===== src/rtl/fft_round_pkg.sv =====
// ----------------------------------------------------------------------------
// fft_round_pkg : default widths, result type and round-half-even helper
// Rev 1.0 : initial release
// ----------------------------------------------------------------------------
`default_nettype none

package fft_round_pkg;

  localparam int IN_W  = 27;
  localparam int OUT_W = 11;
  localparam int LSB   = 12;

  typedef struct packed {
    logic [OUT_W-1:0] data;
    logic             sat;
  } round_res_t;

  // Round-half-even with saturation on round-up overflow, at the default widths.
  function automatic round_res_t round_half_even_sat(input logic [IN_W-1:0] d);
    round_res_t       res;
    logic [OUT_W-1:0] t;
    logic             up;
    t  = d[LSB+OUT_W-1:LSB];
    up = d[LSB-1] & ((|d[LSB-2:0]) | d[LSB]);
    res.sat  = up & (&t);
    res.data = res.sat ? {OUT_W{1'b1}} : t + OUT_W'(up);
    return res;
  endfunction

endpackage

`default_nettype wire


===== src/rtl/fft_round_unit.sv =====
// ----------------------------------------------------------------------------
// fft_round_unit : combinational round-half-even + saturate, IN_W -> OUT_W
// Rev 1.0 : initial release
// ----------------------------------------------------------------------------
`default_nettype none

module fft_round_unit
  import fft_round_pkg::*;
#(
  parameter int IN_W  = fft_round_pkg::IN_W,
  parameter int OUT_W = fft_round_pkg::OUT_W,
  parameter int LSB   = fft_round_pkg::LSB
) (
  input  logic [IN_W-1:0]  d_i,
  output logic [OUT_W-1:0] result_o,
  output logic             sat_o
);

  logic [OUT_W-1:0] trunc_w;
  logic             guard_w;
  logic             sticky_w;
  logic             up_w;

  assign trunc_w  = d_i[LSB+OUT_W-1:LSB];
  assign guard_w  = d_i[LSB-1];
  assign sticky_w = |d_i[LSB-2:0];
  // Ties round toward the even neighbour, hence the kept LSB joins the sticky bit.
  assign up_w     = guard_w & (sticky_w | d_i[LSB]);

  assign sat_o    = up_w & (&trunc_w);
  assign result_o = sat_o ? {OUT_W{1'b1}} : trunc_w + OUT_W'(up_w);

  generate
    if (IN_W > LSB + OUT_W) begin : g_headroom
      // Headroom bits are zero by construction upstream and carry no information.
      logic unused_headroom;
      assign unused_headroom = ^d_i[IN_W-1:LSB+OUT_W];
    end
  endgenerate

endmodule

`default_nettype wire


===== src/rtl/fft_round_arbiter.sv =====
// ----------------------------------------------------------------------------
// fft_round_arbiter : two-requester round-robin front end to one shared rounder
// Rev 1.0 : initial release
// ----------------------------------------------------------------------------
`default_nettype none

module fft_round_arbiter
  import fft_round_pkg::*;
#(
  parameter int IN_W      = fft_round_pkg::IN_W,
  parameter int OUT_W     = fft_round_pkg::OUT_W,
  parameter int LSB       = fft_round_pkg::LSB,
  parameter int SAT_CNT_W = 8
) (
  input  logic                 clk,
  input  logic                 rst,
  input  logic                 req0_valid,
  input  logic [IN_W-1:0]      req0_data,
  output logic                 req0_ready,
  input  logic                 req1_valid,
  input  logic [IN_W-1:0]      req1_data,
  output logic                 req1_ready,
  output logic                 out_valid,
  output logic [OUT_W-1:0]     out_data,
  output logic                 out_src,
  output logic                 out_sat,
  input  logic                 out_ready,
  output logic [SAT_CNT_W-1:0] sat_count
);

  logic                 prio_q, prio_d;
  logic                 valid_q, valid_d;
  logic [OUT_W-1:0]     data_q, data_d;
  logic                 src_q, src_d;
  logic                 sat_q, sat_d;
  logic [SAT_CNT_W-1:0] cnt_q, cnt_d;

  logic             can_accept_w;
  logic             grant0_w;
  logic             grant1_w;
  logic             accept_w;
  logic [IN_W-1:0]  sel_data_w;
  logic [OUT_W-1:0] rnd_data_w;
  logic             rnd_sat_w;

  // prio_q names the requester that wins a tie; it is the one not granted last.
  assign can_accept_w = ~valid_q | out_ready;
  assign grant0_w     = req0_valid & (~req1_valid | ~prio_q);
  assign grant1_w     = req1_valid & (~req0_valid |  prio_q);
  assign req0_ready   = grant0_w & can_accept_w & ~rst;
  assign req1_ready   = grant1_w & can_accept_w & ~rst;
  assign accept_w     = req0_ready | req1_ready;
  assign sel_data_w   = grant1_w ? req1_data : req0_data;

  fft_round_unit #(
    .IN_W  (IN_W),
    .OUT_W (OUT_W),
    .LSB   (LSB)
  ) u_round (
    .d_i      (sel_data_w),
    .result_o (rnd_data_w),
    .sat_o    (rnd_sat_w)
  );

  always_comb begin
    prio_d  = prio_q;
    valid_d = valid_q;
    data_d  = data_q;
    src_d   = src_q;
    sat_d   = sat_q;
    cnt_d   = cnt_q;
    if (can_accept_w) begin
      valid_d = accept_w;
      if (accept_w) begin
        data_d = rnd_data_w;
        src_d  = req1_ready;
        sat_d  = rnd_sat_w;
        prio_d = ~req1_ready;
        if (rnd_sat_w && !(&cnt_q)) begin
          cnt_d = cnt_q + SAT_CNT_W'(1);
        end
      end
    end
  end

  always_ff @(posedge clk) begin
    if (rst) begin
      prio_q  <= 1'b0;
      valid_q <= 1'b0;
      data_q  <= '0;
      src_q   <= 1'b0;
      sat_q   <= 1'b0;
      cnt_q   <= '0;
    end else begin
      prio_q  <= prio_d;
      valid_q <= valid_d;
      data_q  <= data_d;
      src_q   <= src_d;
      sat_q   <= sat_d;
      cnt_q   <= cnt_d;
    end
  end

  assign out_valid = valid_q;
  assign out_data  = data_q;
  assign out_src   = src_q;
  assign out_sat   = sat_q;
  assign sat_count = cnt_q;

endmodule

`default_nettype wire


===== config.mk =====
export PLATFORM = sky130hd
export DESIGN_NAME = fft_round_arbiter
export DESIGN_NICKNAME = d
export VERILOG_FILES = /design/src/rtl/fft_round_pkg.sv /design/src/rtl/fft_round_unit.sv /design/src/rtl/fft_round_arbiter.sv
export SDC_FILE = /design/constraint.sdc
export NUM_CORES = 1
export LEC_CHECK = 0
export CAP_MARGIN = 20
export CORE_ASPECT_RATIO = 2
export CORE_MARGIN = 3
export CORE_UTILIZATION = 40
export CTS_CLUSTER_DIAMETER = 200
export DETAILED_ROUTE_END_ITERATION = 16
export GPL_TIMING_DRIVEN = 0
export PLACE_DENSITY_LB_ADDON = 0.08
export SLEW_MARGIN = 0
export SYNTH_ARGS = -nofsm -noshare
export SYNTH_HDL_FRONTEND = slang
export SYNTH_SLANG_ARGS = --single-unit

===== constraint.sdc =====
create_clock -name clk -period 3 [get_ports clk]
set_clock_uncertainty 0.15 [all_clocks]
set_input_delay 0.45 -clock clk [delete_from_list [all_inputs] [get_ports clk]]
set_output_delay 0.45 -clock clk [all_outputs]
set_load 0.005 [all_outputs]

==> flow_summary.toml <==
[sta]
worstMarginPinSlew_ns = 0.7331
slew_viol_final = 0
relSlewSlack = 0.5075
setup_viol = 0
hold_slack_ns = 0.3172
fmax_ghz = 0.3577
finalCritPeriodShare = 0.9318
finalHoldViolCount = 0
fin_crit_ns = 2.796
finalSetupTns_ns = 0
rsz0062_at_grt = "false"

[hold_path]
min_path_type = "reg -> reg"
hp-start = "out_sat"

[placed_design]
dp_hpwl_um = 3812
gp_congestion = 0.8179
numPortBuffers = 73

[global_routing]
antenna_found_initial = 0
grt.met1_usage = 0.1891
globalRoute.totalOverflow = 0
first_global_vias = 1731
grt.met2_usage = 0.4159
grt_start_max_net_pins = 13
grt_use_total = 0.2000
grt_pass1_wl_um = 7403
met3_usage = 0.01721
top_usage_layer = "met2"

[synthesis]
avgSynthCellArea_um2 = 8.344
syn_area_mm2 = 0.001585
yosys-top-cells-area = "dfxtp_1, nor2_1, a311oi_1"
yosysTopAreaCell = "dfxtp_1"
syn_nets = 252
synth_edf_count = 0
synth_common_cells = "dfxtp_1, nor2_1, nor3_1, nand2_1"
synth_top_area_frac = 0.2904
yosysSeqAreaShare = 0.2904
async_flop_share = 0
yosysMostFrequentCell = "dfxtp_1"
synth_ff_type = "dfxtp_1"
ys_ff_latch = 23
ys.warnings.count = 0
synthCells = 190
synth_cell_type_count = 46

[pwr]
power_switching_uw = 203.4
p_leak_uw = 0.0009208
p_sw_frac = 0.2676
power.share.combinational = 0.307
cellInternalPower_uw = 556.8
ir_worst_vdd_v = 0.0001645
power_frac_seq = 0.435
p_clk_frac = 0.257
power_density_mw_per_mm2 = 308.8

[route]
ant_nets = 0
drt_iter0_markers = 12
drc = 0
first_pass_iters = 4
wire_per_inst_um = 14.06
via_count = 1693
via_per_inst = 5.307
drt-total-wl_um = 4484

[layout]
drive_above_1_share = 0.1185
fin_nets = 333
syn_to_final_growth_pct = 55.33
n_antenna_cell = 0

[floorplan]
initial_utilization = 0.4257
dieArea_mm2 = 0.004800
core_mm2 = 0.003724
die_x_um = 50.52
row_count = 31
boundaryPins = 83
dieHeight_um = 95.03

[setup_path]
start_kind = "input port"
worstSetupStartpoint = "req0_data[0]"
cp_cell_sequence = "clkdlybuf4s50_1 > nor4_1 > nand3_1 > a32oi_4 > inv_1 > ha_1 > ha_1 > o21ai_1 > nor3_1 > xor2_1 > a311oi_1"
critical_path.top_delay_family = "compound AO/OA/AOI/OAI gates"
path_buf_inv = 2
crit_fanout = 5
critical_path_arrival_ns = 2.82
crit_required_ns = 3.03
path_class = "in -> reg"
end_kind = "flip-flop"
slowest_stage = "clkdlybuf4s50_1"
rr_startpoint = "prio_q"
crit_path_frequent_cell = "ha_1"
max_stage_delay_ns = 0.40

[cts]
cts_buffers = 3
cts_tree = "done"
clkTransAtPathRegs_ns = 0.08
clock_latency_ns = 0.27
root_buffer = "clkbuf_8"
ctsHoldBuffers = 0
cts_sinks = 23
htreeDepth = 1
cts_buffer_depth = 2

[flow_run]
cap_viol_max_count = 0

[outcome]
status = "complete, no violations"
## cell usage in the layout (no fill, tap or decap), types with 4 or more instances in the layout
| master | instances |
|---|---|
| mux2i_1 | 7 |
| dfxtp_1 | 23 |
| and3_2 | 4 |
| buf_4 | 4 |
| clkbuf_8 | 4 |
| xnor2_1 | 7 |
| o21ai_0 | 5 |
| nor3_1 | 13 |
| a311oi_1 | 8 |
| nand3_1 | 10 |
| clkbuf_1 | 4 |
| xor2_1 | 4 |
| nor4_1 | 6 |
| a21oi_1 | 10 |
| nor2_1 | 21 |
| nand2_1 | 11 |
| nand4_1 | 6 |
| inv_1 | 7 |
| clkdlybuf4s50_1 | 72 |
## metrics by stage
step	area, µm²	instances	setup WS (ns)	total power (µW)	utilization
after floorplan	1585	190	0.3328	436.4	-
after global placement	2377	312	-0.6246	563.2	0.6384
after detailed placement	2377	312	-0.6908	566.1	0.6384
after CTS	2447	318	0.01413	756.9	0.6573
after global routing	2462	319	0.05149	792.7	0.6613
final	2462	319	0.2045	760.3	0.6613
## logic make-up (layout without fill, tap and decap cells)
| group | after synthesis | after routing | share of synthesized area |
|---|---|---|---|
| AOI/OAI and AO/OA | 35 | 35 | 0.1697 |
| xor gates and xnor gates | 11 | 11 | 0.06077 |
| adders and majority gates | 3 | 3 | 0.02368 |
| buffers and inverters | 14 | 94 | 0.04814 |
| DFF | 23 | 23 | 0.2904 |
| muxes | 12 | 12 | 0.07972 |
| and+or+nand+nor | 92 | 92 | 0.3276 |
## routing by layer
metal	up-vias	wire length (µm)	share of wire
met5	-	0	0
met4	0	105	0.023
met3	9	170	0.038
met2	56	2698	0.60
met1	765	1508	0.34
li1	863	-	-
## state kept, by name, indices dropped and copies added (netlist names)
name       flops
out_src        1
sat_count      8
out_data      11
out_sat        1
prio_q         1
out_valid      1
## power groups by stage
stage	Sequential (µW)	Clock, µW	Combinational (µW)
floorplan	338	0	98.2
global placement	338	0	225
detailed placement	338	0	228
CTS	331	193	233
global route	333	204	256
finish	331	195	234
## repair_timing
action / in CTS / in global routing
setup endpoints to repair: 10 / 2
pin swaps: 1 / 1
resized for setup: 3 / 3
cloned: 0 / 0
buffers inserted: 2 / 1
## area by class of cell
class,count,area (µm²)
multi-input combinational,153,1060
sequential,23,460.4
timing repair buffer,76,755.7
fill,354,1261
tap,49,61.31
clock buffer,4,45.04
inverter,7,26.28
buffer,7,53.80
## worst min-delay path, delay by kind of cell, from the launching register on
family,cells,cell delay [ns]
flip-flops,1,0.32
AO/OA/AOI/OAI,1,0.05
AND/OR/NAND/NOR,1,0.05
## worst paths after layout
kind                 endpoint  slack [ns]  cells after the start
setup / recovery  out_data[8]        0.20                     11
hold / removal        out_sat        0.32                      2
setup reg to reg  out_data[8]        0.47                     10
hold reg to reg       out_sat        0.32                      2
No activity file was read; power rests on OpenSTA's default activity.
